File: src/rtl/instr_fetch.sv
// instr_fetch: IF stage with IF/ID register, one-outstanding imem handshake, stall skid buffer and redirect drain
// ports: clk, rst_n (sync, active-low) | imem_req/imem_addr out, imem_rdata/imem_ready in |
//        stall, redirect, redirect_pc in | instr, opcode, pc_plus4, instr_valid out (IF/ID)
module instr_fetch #(
  parameter int                ADDR_W   = 32,
  parameter logic [ADDR_W-1:0] RESET_PC = '0
) (
  input  logic              clk,
  input  logic              rst_n,
  output logic              imem_req,
  output logic [ADDR_W-1:0] imem_addr,
  input  logic [31:0]       imem_rdata,
  input  logic              imem_ready,
  input  logic              stall,
  input  logic              redirect,
  input  logic [ADDR_W-1:0] redirect_pc,
  output logic [31:0]       instr,
  output logic [5:0]        opcode,
  output logic [ADDR_W-1:0] pc_plus4,
  output logic              instr_valid
);
  typedef enum logic [1:0] {FETCH, HOLD, DRAIN} state_t;
  state_t            r_state;
  logic [ADDR_W-1:0] r_pc, r_fetch_addr, r_pc_plus4;
  logic [31:0]       r_instr, r_skid;
  logic              r_valid, r_gap;
  logic              w_ack, w_pend;
  logic [ADDR_W-1:0] w_next;
  // r_gap forces one idle cycle after each completed request
  assign imem_req    = rst_n && r_state != HOLD && !r_gap;
  assign w_ack       = imem_req && imem_ready;
  assign w_pend      = imem_req && !imem_ready;
  assign w_next      = r_fetch_addr + ADDR_W'(4);
  assign imem_addr   = r_fetch_addr;
  assign instr       = r_valid ? r_instr : 32'h0;
  assign opcode      = instr[31:26];
  assign pc_plus4    = r_pc_plus4;
  assign instr_valid = r_valid;
  always_ff @(posedge clk) begin
    if (!rst_n) begin
      r_state      <= FETCH;
      r_pc         <= RESET_PC;
      r_fetch_addr <= RESET_PC;
      r_pc_plus4   <= '0;
      r_instr      <= '0;
      r_skid       <= '0;
      r_valid      <= 1'b0;
      r_gap        <= 1'b0;
    end else begin
      r_gap <= w_ack;
      if (redirect) begin
        r_valid <= 1'b0;
        r_skid  <= '0;
        r_pc    <= redirect_pc;
        // a request still in flight must be drained before the new target is fetched
        r_state <= w_pend ? DRAIN : FETCH;
        if (!w_pend) r_fetch_addr <= redirect_pc;
      end else begin
        case (r_state)
          FETCH: begin
            if (w_ack && (!r_valid || !stall)) begin
              r_instr      <= imem_rdata;
              r_pc_plus4   <= w_next;
              r_valid      <= 1'b1;
              r_pc         <= w_next;
              r_fetch_addr <= w_next;
            end else if (w_ack) begin
              r_skid  <= imem_rdata;
              r_state <= HOLD;
            end else if (!stall) begin
              r_valid <= 1'b0;
            end
          end
          HOLD: begin
            if (!stall) begin
              r_instr      <= r_skid;
              r_pc_plus4   <= w_next;
              r_valid      <= 1'b1;
              r_pc         <= w_next;
              r_fetch_addr <= w_next;
              r_state      <= FETCH;
            end
          end
          DRAIN: begin
            if (w_ack) begin
              r_fetch_addr <= r_pc;
              r_state      <= FETCH;
            end
          end
          default: r_state <= FETCH;
        endcase
      end
    end
  end
endmodule
File: config.mk
export PLATFORM = sky130hd
export DESIGN_NAME = instr_fetch
export DESIGN_NICKNAME = d
export VERILOG_FILES = /design/src/rtl/instr_fetch.sv
export SDC_FILE = /design/constraint.sdc
export NUM_CORES = 1
export LEC_CHECK = 0
export CORE_AREA = 10 10 151 118
export CTS_CLUSTER_DIAMETER = 120
export DETAILED_ROUTE_END_ITERATION = 16
export DIE_AREA = 0 0 161 128
export PLACE_DENSITY = 0.82
export SYNTH_ARGS = -nofsm -noshare
export SYNTH_HDL_FRONTEND = slang
export SYNTH_SLANG_ARGS = --single-unit
File: constraint.sdc
create_clock -name clk -period 3.65 [get_ports clk]
set_input_delay 0.9125 -clock clk [delete_from_list [all_inputs] [get_ports clk]]
set_output_delay 0.9125 -clock clk [all_outputs]
set_load 0.005 [all_outputs]
==> summary.txt <==
Clock tree
  • TritonCTS clock tree: yes
  • Clock Tree Root: clkbuf_16
  • CTS clock-pin slew for the worst setup and hold paths: 0.06 ns
  • # H-tree levels: 4
  • Post-cts hold buffer count: 0
  • Cts repair resizes: 0
  • Skew-Pair Late Insertion Delay: around 0.43 ns
  • Clk buf depth: 2
  • CTS sink cnt: about 160
  • Setup bufs post-CTS: 0
  • CTS Buf Count: 17

Pwr
  • Internal: between 3000 and 4000 uW
  • Seq pwr share: between 40% and 50%
  • Clock share of power: 43.3%
  • Sw Pwr: 1120 uW
  • LEAKAGE: approximately 0.0037 uW
  • Comb pwr share: ~13%
  • Max VDD drop: 0.368 mV
  • Switching Fraction: 25.2%
  • Power Density: between 400 and 500 nW/um^2

Min path
  • Hold Crit Depth: 2
  • Class of the worst hold path: reg2reg
  • Min-delay src: r_skid[23]$_SDFFE_PP0P_
  • Min-Delay Endpoint: r_skid[23]$_SDFFE_PP0P_

Final layout
  • Nets: approximately 1,200
  • Layout area overhead: 28.6%
  • Layout cells sized above 1: 7.47%
  • Layout fillers: approximately 1,200
  • Antenna cells: 0
  • Final non-filler cell total: 1,316

Worst setup path
  • Crit Path Class: reg2out
  • Reg-to-reg critical path endpoint: imem_addr[12]$_SDFFE_PN0P_
  • Crit Reg-Reg Startpoint: r_state[0]$_SDFFE_PN0P_
  • CP Cell Sequence: nand2b_2, nor3b_1, clkdlybuf4s50_1
  • CP Launch Type: flip-flop
  • Worst path required time: 2.74 ns
  • CP Buf/Inv Count: 1
  • R2R Setup Slk: 0.88 ns
  • R2R depth: 7
  • Worst EP arrival: 2.23 ns
  • Largest stage delay on the critical path: 0.64 ns
  • Slowest cell on crit path: dfxtp_1
  • Setup crit end kind: output port
  • Top delay family on crit path: simple AND/OR/NAND/NOR gates
  • CP startpoint: r_state[0]$_SDFFE_PN0P_
  • Crit-path max FO: 15

Synthesis
  • Post-Syn Nets: 1,044
  • FF+latch count, synth: between 150 and 200
  • Largest area contributor in the netlist: dfxtp_1
  • Post-synth top area share: 40.7%
  • Post-synthesis sequential area ratio: 40.7%
  • Most common cell in the netlist: dfxtp_1
  • Fraction of registers with async set/reset: 0%
  • Syn Inst Count: 974
  • Post-synth cell types: 79
  • Netlist Area Pre-Place: ~8100 um^2
  • List of most frequent post-synthesis cells: dfxtp_1, nand2_1, nor2_1
  • Ys Warns: 0
  • Top_reg_cell synth: dfxtp_1
  • Syn_area_per_cell: 8.28 um^2
  • Synth top area cells: dfxtp_1, nand2_1, a21oi_1
  • Post-synth EDFFs: 0

Detailed routing
  • 1st-iter DRT viols: 757
  • Routed WL per cell: 19.1 um
  • Drt first pass iters: 5
  • Drt via density: 5.92
  • Detail Route Antenna Nets: 0
  • Routed WL: ~25,000 um
  • DRC viols: 0
  • Via Count: 7,797

STA
  • Worst-margin pin slew: 0.992 ns
  • Period utilization: 86.0%
  • Setup violators final: 0
  • Setup Skew: 0.00796 ns
  • Max Fclk: 319 MHz
  • Final Slew Violations: 0
  • RSZ-0062 raised after global routing: no
  • Total negative slack: 0 ns
  • Rel. slew slack: 33.6%
  • Final Critical Period: 3.14 ns
  • Final hold violation count: 0

Global route
  • GRT Overall Usage: 23.4%
  • Vias in the first global route: 7,250
  • Initial antenna violation count: 0
  • Pin count of the biggest net entering global routing: 87
  • Grt total ovfl: 0
  • First-pass GRT wire length: around 40,000 um

Place
  • Routability cong.: between 0.9 and 1
  • Hpwl dp: 16,800 um
  • Placed Instances: 1,284
  • Number of buffers added on ports: 172

Job
  • MaxCap Viol Count: 0

Die
  • Num ports: approximately 170
  • Die area: 20,600 um^2
  • Starting density of the core: between 50% and 60%
  • Core ar.: 14,900 um^2
  • Die W: 161 um
  • Rows: 39
  • Die Ht: 128 um

Outcome
  • Outcome: complete, no violations
## routing by layer
| metal | track usage (%) | up-vias | part of all wire [%] |
|---|---|---|---|
| li1 | - | 3749 | - |
| met1 | 31.0 | 3644 | 43 |
| met2 | 34.8 | 370 | 44 |
| met3 | 8.31 | 34 | 11 |
| met4 | 7.74 | 0 | 1.6 |
| met5 | 0 | - | 0 |
## per-stage QoR
step | utilization [%] | setup WS [ns] | total power, uW | hold WS (ns) | cell area [um^2]
CTS | 69.5 | 0.512 | 4460 | 0.454 | 10400
global route | 69.5 | 0.340 | 4610 | 0.469 | 10400
floorplan | - | 1.07 | 2290 | 0.436 | 8070
detailed placement | 65.3 | 0.576 | 2550 | 0.446 | 9740
finish | 69.5 | 0.511 | 4460 | 0.454 | 10400
global placement | 65.3 | 0.604 | 2540 | 0.440 | 9740
## tightest hold or removal path, cell delays in order, from the launching register on
cell and delay (ns):
dfxtp_1 0.31, nand2_1 0.05, a21oi_1 0.05
## layout make-up
type	count	area (um^2)	share of cell area [%]
Multi-Input combinational cell	712	4260	41.0
Sequential cell	164	3280	31.6
Timing Repair Buffer	193	1910	18.4
Clock buffer	20	457	4.40
Tap cell	205	256	2.47
Clock inverter	12	178	1.71
Inverter	10	37.5	0.362
## cell usage in the layout (no fill, tap or decap), drive strengths merged, types with 3 or more instances in the layout
master and count:
mux2i 34, buf 23, bufinv 4, o22ai 10, o31a 6, o32ai 5
a22oi 11, a211oi 49, dfxtp 164, nand2b 6, a21boi 10, clkdlybuf4s50 170
a31oi 16, clkinv 6, or3 3, and4 8, and3 4, nand4 13
nand3 20, xor2 10, nor3 17, a22o 7, and2 34, o31ai 6
o21ai 51, o211ai 10, a211o 3, clkbuf 20, a32o 3, nor3b 3
nor2 90, a21oi 85, nand2 137, a21o 7, inv 11, xnor2 12
nor4 14
## worst max-delay path by stage
| stage | to | slack [ns] | depth (start not counted) |
|---|---|---|---|
| 4_1_cts | imem_req | 0.51 | 3 |
| 6_report | imem_req | 0.51 | 3 |
| 3_3_place_gp | r_pc[21]$_SDFFE_PN0P_ | 0.60 | 6 |
| 2_1_floorplan | imem_req | 1.07 | 4 |
| 3_5_place_dp | r_pc[30]$_SDFFE_PN0P_ | 0.58 | 6 |
| 5_1_grt | imem_req | 0.34 | 3 |
## flip-flops by register name (all words and copies together) (netlist names)
register and flops:
r_state 2, instr_valid 1, imem_addr 32, r_skid 32
r_pc 32, pc_plus4 32, r_gap 1, r_instr 32
## cell families after synthesis
kind of cell	share of synthesized area, %
AND/OR/NAND/NOR	21.4
AO/OA/AOI/OAI	24.5
flip-flops	40.7
buffers and inverters	6.62
multiplexers	4.22
XOR/XNOR	2.39
adder cells (fa/ha/maj)	0.155
## power groups by stage
stage	registers [uW]	logic (uW)	clock network [uW]
after floorplan	1970	315	0
after global routing	1970	610	2020
final	1960	561	1930
after global placement	2000	543	0
after detailed placement	2000	552	0
after CTS	1960	558	1940
(Power assumes the default switching activity.)
